`src/rtl/grf_wb_if.sv`:
```
// ============================================================================
// Module      : grf_wb_if
// Description : Write-back / read-port bundle for the grf_wb register file.
// Revision    : 1.0 - initial release
// ============================================================================
`default_nettype none

interface grf_wb_if;
    logic        WE;
    logic [4:0]  A1;
    logic [4:0]  A2;
    logic [4:0]  A3;
    logic [31:0] WD;
    logic [31:0] PC_W;
    logic [31:0] RD1;
    logic [31:0] RD2;
    logic [31:0] wr_count;
    logic [31:0] last_pc;
    logic [4:0]  last_a3;
    logic [31:0] last_wd;

    // The master is the pipeline side: it drives the write-back request and read addresses.
    modport master (
        output WE, A1, A2, A3, WD, PC_W,
        input  RD1, RD2, wr_count, last_pc, last_a3, last_wd
    );

    modport slave (
        input  WE, A1, A2, A3, WD, PC_W,
        output RD1, RD2, wr_count, last_pc, last_a3, last_wd
    );
endinterface

`default_nettype wire

```
`src/rtl/grf_wb.sv`:
```
// ============================================================================
// Module      : grf_wb
// Description : 32x32-bit MIPS general register file, $0 hardwired to zero,
//               with write counter and last-write capture. Optional macro
//               GRF_BYPASS_EN adds same-cycle W->D write-to-read bypass.
// Revision    : 1.0 - initial release
// ============================================================================
`default_nettype none

module grf_wb (
    input  wire logic  clk,
    input  wire logic  reset,
    grf_wb_if.slave    bus
);

    logic [31:0] regs_q [1:31];
    logic [31:0] regs_d [1:31];
    logic [31:0] wr_count_q, wr_count_d;
    logic [31:0] last_pc_q,  last_pc_d;
    logic [4:0]  last_a3_q,  last_a3_d;
    logic [31:0] last_wd_q,  last_wd_d;
    logic        wr_en;

    assign wr_en = bus.WE && (bus.A3 != 5'd0);

    always_comb begin
        for (int i = 1; i < 32; i++) begin
            regs_d[i] = regs_q[i];
        end
        wr_count_d = wr_count_q;
        last_pc_d  = last_pc_q;
        last_a3_d  = last_a3_q;
        last_wd_d  = last_wd_q;
        if (wr_en) begin
            regs_d[bus.A3] = bus.WD;
            wr_count_d     = wr_count_q + 32'd1;
            last_pc_d      = bus.PC_W;
            last_a3_d      = bus.A3;
            last_wd_d      = bus.WD;
        end
    end

    always_ff @(posedge clk or posedge reset) begin
        if (reset) begin
            for (int i = 1; i < 32; i++) begin
                regs_q[i] <= 32'd0;
            end
            wr_count_q <= 32'd0;
            last_pc_q  <= 32'd0;
            last_a3_q  <= 5'd0;
            last_wd_q  <= 32'd0;
        end else begin
            for (int i = 1; i < 32; i++) begin
                regs_q[i] <= regs_d[i];
            end
            wr_count_q <= wr_count_d;
            last_pc_q  <= last_pc_d;
            last_a3_q  <= last_a3_d;
            last_wd_q  <= last_wd_d;
        end
    end

    function automatic logic [31:0] read_port(input logic [4:0] addr);
        logic [31:0] val;
        val = 32'd0;
        if (addr != 5'd0) begin
`ifdef GRF_BYPASS_EN
            // Forward the in-flight write so decode never sees a stale operand.
            if (wr_en && (addr == bus.A3)) begin
                val = bus.WD;
            end else begin
                val = regs_q[addr];
            end
`else
            val = regs_q[addr];
`endif
        end
        return val;
    endfunction

    assign bus.RD1      = read_port(bus.A1);
    assign bus.RD2      = read_port(bus.A2);
    assign bus.wr_count = wr_count_q;
    assign bus.last_pc  = last_pc_q;
    assign bus.last_a3  = last_a3_q;
    assign bus.last_wd  = last_wd_q;

endmodule

`default_nettype wire
```
`src/flat_wrapper.sv`:
```
// flat-port wrapper written by rule: the top's interface ports become plain ports
module grf_wb_flat 
  (clk, reset, bus_WE, bus_A1, bus_A2, bus_A3, bus_WD, bus_PC_W, bus_RD1, bus_RD2, bus_wr_count, bus_last_pc, bus_last_a3, bus_last_wd);
  grf_wb_if bus_i ();
  input  wire logic clk;
  input  wire logic reset;
  input wire logic [$bits(bus_i.WE)-1:0] bus_WE;
  input wire logic [$bits(bus_i.A1)-1:0] bus_A1;
  input wire logic [$bits(bus_i.A2)-1:0] bus_A2;
  input wire logic [$bits(bus_i.A3)-1:0] bus_A3;
  input wire logic [$bits(bus_i.WD)-1:0] bus_WD;
  input wire logic [$bits(bus_i.PC_W)-1:0] bus_PC_W;
  output wire logic [$bits(bus_i.RD1)-1:0] bus_RD1;
  output wire logic [$bits(bus_i.RD2)-1:0] bus_RD2;
  output wire logic [$bits(bus_i.wr_count)-1:0] bus_wr_count;
  output wire logic [$bits(bus_i.last_pc)-1:0] bus_last_pc;
  output wire logic [$bits(bus_i.last_a3)-1:0] bus_last_a3;
  output wire logic [$bits(bus_i.last_wd)-1:0] bus_last_wd;
  assign bus_i.WE = bus_WE;
  assign bus_i.A1 = bus_A1;
  assign bus_i.A2 = bus_A2;
  assign bus_i.A3 = bus_A3;
  assign bus_i.WD = bus_WD;
  assign bus_i.PC_W = bus_PC_W;
  assign bus_RD1 = bus_i.RD1;
  assign bus_RD2 = bus_i.RD2;
  assign bus_wr_count = bus_i.wr_count;
  assign bus_last_pc = bus_i.last_pc;
  assign bus_last_a3 = bus_i.last_a3;
  assign bus_last_wd = bus_i.last_wd;
  grf_wb u_core (.clk(clk), .reset(reset), .bus(bus_i));
endmodule
```
`config.mk`:
```
export PLATFORM = sky130hd
export DESIGN_NAME = grf_wb_flat
export DESIGN_NICKNAME = d
export VERILOG_FILES = /design/src/rtl/grf_wb_if.sv /design/src/rtl/grf_wb.sv /design/src/flat_wrapper.sv
export SDC_FILE = /design/constraint.sdc
export NUM_CORES = 2
export LEC_CHECK = 0
export ABC_AREA = 1
export CAP_MARGIN = 0
export CELL_PAD_IN_SITES_DETAIL_PLACEMENT = 0
export CELL_PAD_IN_SITES_GLOBAL_PLACEMENT = 1
export CORE_MARGIN = 3
export CORE_UTILIZATION = 44
export DETAILED_ROUTE_END_ITERATION = 7
export PLACE_DENSITY_LB_ADDON = 0.1
export SLEW_MARGIN = 5
export SYNTH_ARGS = -nofsm -noshare
export SYNTH_HDL_FRONTEND = slang
export SYNTH_SLANG_ARGS = --single-unit
```
`constraint.sdc`:
```
create_clock -name clk -period 63.5 [get_ports clk]
set_input_delay 6.35 -clock clk [delete_from_list [all_inputs] [get_ports clk]]
set_output_delay 6.35 -clock clk [all_outputs]
set_load 0.005 [all_outputs]
```
* Word level (Yosys, flattened, before mapping)
Cells that the tools add are included.
** Operators by class
- Add/subtract/negate cells :: 1
- Multiply operators :: 0
- Div/mod/pow operators :: 0
- Magnitude comparators :: 4
- Eq/ne operators :: 0
- Shifts and indexed selects :: 0
- Multiplexer cells :: 11
- Bitwise gates (word level) :: 3
- Reduce and logical (&&, ||, !) cells :: 5
** Operator list (number)
- bitwise mux 992 bit :: 1
- binary-select mux 32 bit (select 5 bit) :: 2
- two-way mux 32 bit :: 7
- demux 32 bit (select 5 bit) :: 1
- adder 32 x 1 -> 32 bit, second input constant :: 1
- greater-or-equal comparator 6 bit, second input constant :: 3
- NOT 5 -> 6 bit :: 3
- nonzero test 5 bit :: 3
- less-than comparator 6 x 1 -> 1 bit, second input constant :: 1
- logical AND 1 bit :: 2
** Storage, ports and cells
- Flip-flop bits (word level) :: 1093
- Latch bits :: 0
- Memory bits (writable) :: 0
- Memory bits (read-only) :: 0
- Input port bits :: 82
- Output and inout bits :: 165
- Logic and storage cells :: 59
- Memories kept :: 0

* Logic depth before layout (Yosys ltp)
- Depth after elaboration :: 6
- Depth in mapped cells :: 12
- Mapped depth without buffers :: 10

* Worst setup path before layout
OpenSTA, ideal clock, no wires.
- Path kind :: input to output
- Start :: in bus_A1[0]
- End :: out bus_RD1[10]
- Arrival time :: 7524 ps
- Required time :: 57150 ps
- Setup slack :: 49626 ps
- Cell stages on the path :: 9
- Path buffers :: 3
- Cells stage by stage :: buf_2 > buf_2 > nor2_2 > clkbuf_1 > a21oi_1 > nand3_1 > nand3_1 > nand3_1 > nand2_1
** On the way
- Word-level cells in the longest chain between the ends :: 5
- Elaborated cells on any way between the ends :: 6
- Those cells by class :: mux (4); bitwise (1); reduce/logical (1)
** RTL lines
- start: declaration :: RTL line flat_wrapper.sv:8 : input wire logic [$bits(bus_i.A1)-1:0] bus_A1;
- NOT 5 -> 6 bit (implied by the code) :: RTL line grf_wb.sv:75 : val = regs_q[addr];
- binary-select mux 32 bit (select 5 bit) :: RTL line grf_wb.sv:75
- two-way mux 32 bit (implied by the code) (2 in a row) :: RTL line grf_wb.sv:75
- two-way mux 32 bit * :: RTL line grf_wb.sv:66 : if (addr != 5'd0) begin
- end: declaration :: RTL line flat_wrapper.sv:13 : output wire logic [$bits(bus_i.RD1)-1:0] bus_RD1;
Every way passes the cells marked *; elsewhere a longest branch is shown, timed or not. The select of a mux whose other input is x is not followed.

* Worst setup path in the final report
Same ends and word-level chain as after synthesis.

==> results.md <==
- The first global-routing pass estimated 374 mm of wire.
- The setup total negative slack is 0 ns.
- The share of the synthesized area in the top cell type is about 45%.
- The area overhead of the layout relative to synthesis is 12.0%.
- The critical path goes through buf_8, buf_12, buf_4, buf_4, nor2_1, a21oi_1, nand3_1, nand3_1, nand3_1, nand2_1, clkdlybuf4s50_1.
- The cell taking the most area after synthesis is dfrtp_1.
- The worst setup path is captured at an output port.
- The number of standard-cell rows in the floorplan is about 140.
- The capture point of the worst path is bus_RD1[10].
- The worst-case hold slack is 0.477 ns.
- The first detailed-routing pass took 8 iterations.
- The area enclosed by the die boundary is ~140000 µm².
- The cell count of the worst reg-to-reg path is 7.
- The count of flip-flops with a built-in enable after synthesis is 0.
- The number of pins with negative max-slew slack in the final report is 0.
- The cell count after synthesis came out at 8842.
- Detailed placement ended at an HPWL of 131 mm.
- Setup violations remaining at the end of the flow were counted as 0.
- The overall die width is 377 µm.
- The worst clock skew on the final layout is approximately 0.011 ns.
- By instance count, the cell type seen most on the critical path is nand3_1.
- The post-synthesis cell type count is 26.
- The routed layout has between 60000 and 70000 vias.
- Buffers inserted to repair hold after CTS numbered 0.
- For the worst setup path, the data arrival time is 11.13 ns.
- The core region area is 136000 µm².
- Summed over all cells, the static leakage comes to 33.0 nW.
- The type of the worst setup path is in -> out.
- The clock passes through at most 3 buffers.
- For this run, design rule violations remaining after detail routing come to 0.
- The count of buffers inserted at the top-level ports is 246.
- The root cell of the clock tree is clkbuf_16.
- Sequential cells burn 42.4% of the power.
- For this run the aggregate overflow at the end of global routing stands at 0.
- The post-synthesis area per instance is 6.84 µm².
- The total global routing track utilization is about a third.
- STA classifies the critical path startpoint as an input port.
- The maximum achievable frequency is 57.2 MHz.
- At the worst endpoint, the required time is 57.15 ns.
- The launch instance of the worst register-to-register path is u_core.bus.wr_count[12]$_DFFE_PP0P_.
- Counting flops and latches in the post-synthesis netlist gives roughly 1100.
- The H-tree generated during clock tree synthesis spans 4 levels.
- Post-CTS repair changed the size of 0 cells.
- The run finished with clean final reports.
- The I/O pin count is 247.
- The number of nets in the synthesized netlist is 8925.
- On the critical path, the stage with the largest delay is an instance of buf_4.
- The highest cell delay on the worst timing path is 0.98 ns.
- After the first detailed-routing iteration, the DRC count stood at between 7000 and 8000.
- The clock sink count is 1093.
- The endpoint of the lowest-slack register-to-register path is u_core.bus.wr_count[31]$_DFFE_PP0P_.
- The chip height is ~380 µm.
- The post-synthesis async set-or-reset flop share is 100%.
- Across the VDD grid, the largest voltage drop is 0.0227 mV.
- The detail route stage leaves a number of antenna-violating nets equal to 0.
- The count of fill cells added during filler insertion is 13700.
- For the finished layout, the period the worst path requires is 17.48 ns.
- In this run the worst hold path is classified as reg -> reg.
- Along the worst path, the maximum fanout reaches 159.
- The power density of the placed cells is 31.6 nW/µm².
- After synthesis, flip-flops and latches occupy between 40% and 50% of the total area.
- The number of CTS-inserted buffers is approximately 140.
- The internal power of the cells totals 1.46 mW.
- The worst-case register-to-register setup slack is 61.56 ns.
- Routability-driven placement finished with a final weighted congestion of 0.840.
- The number of buffers added for setup after CTS is 0.
- The part of the total power dissipated in the clock network is 37.3%.
- The starting density of the core is 44.5%.
- By area the synthesized netlist is led by dfrtp_1 (45%), nand2_1 (19%), nand3_1 (13%).
- TritonCTS built the clock tree.
- For this run, the number of Yosys warnings is 0.
- Setup repair after global routing left no endpoint under its margin.
- The net switching power of the design is 0.680 mW.
- The most critical setup path has its startpoint at bus_A1[0].
- The initial antenna violation count is 7.
- Entering global routing, the biggest net connects 173 pins.
- The power share of the combinational group is 20.3%.
- The hold violation total from the final report is 0.
- Wires add up to 251 mm.
- The proportion of total power due to net switching is 31.8%.
- By count the netlist is led by nand2_1 (3132), nand3_1 (1558), dfrtp_1 (1093), o21ai_0 (888), inv_1 (663).
- The slew of the pin with the lowest slew margin is about 1.3 ns.
- After detailed routing, the average wire length per cell comes to 24.0 µm.
- The ratio of cells with drive above 1 in the final layout is between 4 and 5%.
- Among all flip-flop cells after synthesis, the most frequent one is dfrtp_1.
- Across the run, the number of max-cap violations was 0.
- The number of global-route vias before repair came to between 50000 and 60000.
- The cell area that synthesis handed to floorplanning was slightly above 60000 µm².
- The clock slew at the register clock pins of the worst setup and hold paths is about 0.060 ns.
- Clock latency on the worst-skew pair, taken at its later pin, is 0.77 ns.
- The worst pin sits at a relative slew slack of between 10% and 20%.
- In the routed layout, each cell is associated on average with a via count of roughly 5.7.
- The worst path uses 27.5% of the clock period.
- For this run, the post-layout net count is 8674.
- nand2_1 is the most common cell in the netlist.
## area by class of cell
cell class | instances | area [µm²] | area share (%)
antenna | 1 | 2.50 | 0.00369
clock buffer | 202 | 4080 | 6.02
clock inverter | 38 | 472 | 0.696
inverter | 671 | 2580 | 3.80
multi-input combinational | 6360 | 27900 | 41.1
sequential | 1093 | 27400 | 40.4
tap | 1781 | 2230 | 3.29
timing repair buffer | 330 | 3200 | 4.72
## metal layers
layer	vias to the layer above	global-route usage [%]	routed length [µm]
li1	27700	-	-
met1	28800	49.1	108000
met2	3100	54.9	112000
met3	492	5.21	22200
met4	2	12.4	9070
met5	-	0	14
## stage by stage
stage          power [mW]  area, µm²  util (%)  worst slack (ns)  instances
3_5_place_dp         1.34      63200      46.5             46.17      10200
2_1_floorplan        1.20      60500         -             26.38       8842
5_1_grt              2.25      67800      49.8             45.93      10500
4_1_cts              2.14      67800      49.8             46.16      10500
6_report             2.14      67800      49.8             46.02      10500
3_3_place_gp         1.34      63200      46.5             46.17      10200
## registers in the layout, summed over array words and instances, names as in the netlist
signal and count:
u_core.bus.last_a3 5, u_core.bus.wr_count 32, u_core.regs_q 992, u_core.bus.last_pc 32, u_core.bus.last_wd 32
## placed cells by master, fill, tap and decap left out, drive strengths merged, types with 3 or more instances in the layout
master / count
dfrtp: 1093
o21ai: 996
nor3: 4
clkinvlp: 3
xnor2: 10
inv: 678
bufinv: 9
a21oi: 288
nor2: 325
clkbuf: 202
clkinv: 19
nand3: 1558
xor2: 11
clkdlybuf4s50: 236
nand3b: 6
nand2: 3158
buf: 94
## worst min path at each step
stage / startpoint / to / depth (start not counted)
detailed placement: u_core.bus.last_a3[0]$_DFFE_PP0P_ / u_core.bus.last_a3[0]$_DFFE_PP0P_ / 2
global route: u_core.regs_q[848]$_DFFE_PP0P_ / u_core.regs_q[848]$_DFFE_PP0P_ / 2
floorplan: u_core.regs_q[192]$_DFFE_PP0P_ / u_core.regs_q[192]$_DFFE_PP0P_ / 2
finish: u_core.bus.last_pc[31]$_DFFE_PP0P_ / u_core.bus.last_pc[31]$_DFFE_PP0P_ / 2
global placement: u_core.bus.last_a3[1]$_DFFE_PP0P_ / u_core.bus.last_a3[1]$_DFFE_PP0P_ / 2
CTS: u_core.bus.last_a3[0]$_DFFE_PP0P_ / u_core.bus.last_a3[0]$_DFFE_PP0P_ / 2
## critical path, delay by kind of cell
family | cells | cell delay (ns)
AOI/OAI and AO/OA | 1 | 0.15
buffers and inverters | 5 | 3.54
and+or+nand+nor | 5 | 0.82
## kinds of logic (layout without fill, tap and decap cells)
kind of cell | count (synthesis) | after routing | synth area share, %
xor gates and xnor gates | 21 | 21 | 0.304
and+or+nand+nor | 5054 | 5054 | 34.9
adders and majority gates | 1 | 1 | 0.0207
AOI/OAI and AO/OA | 1284 | 1284 | 10.6
DFF | 1093 | 1093 | 45.2
buffers and inverters | 1389 | 1241 | 8.97
other | 0 | 1 | 0
## power groups by stage
| stage | Combinational (mW) | Clock (mW) | Sequential, mW |
|---|---|---|---|
| 6_report | 0.434 | 0.798 | 0.907 |
| 5_1_grt | 0.495 | 0.836 | 0.923 |
| 3_3_place_gp | 0.423 | 0 | 0.913 |
| 2_1_floorplan | 0.300 | 0 | 0.899 |
| 3_5_place_dp | 0.430 | 0 | 0.915 |
| 4_1_cts | 0.431 | 0.809 | 0.905 |
Power figures use the tool's default switching activity.
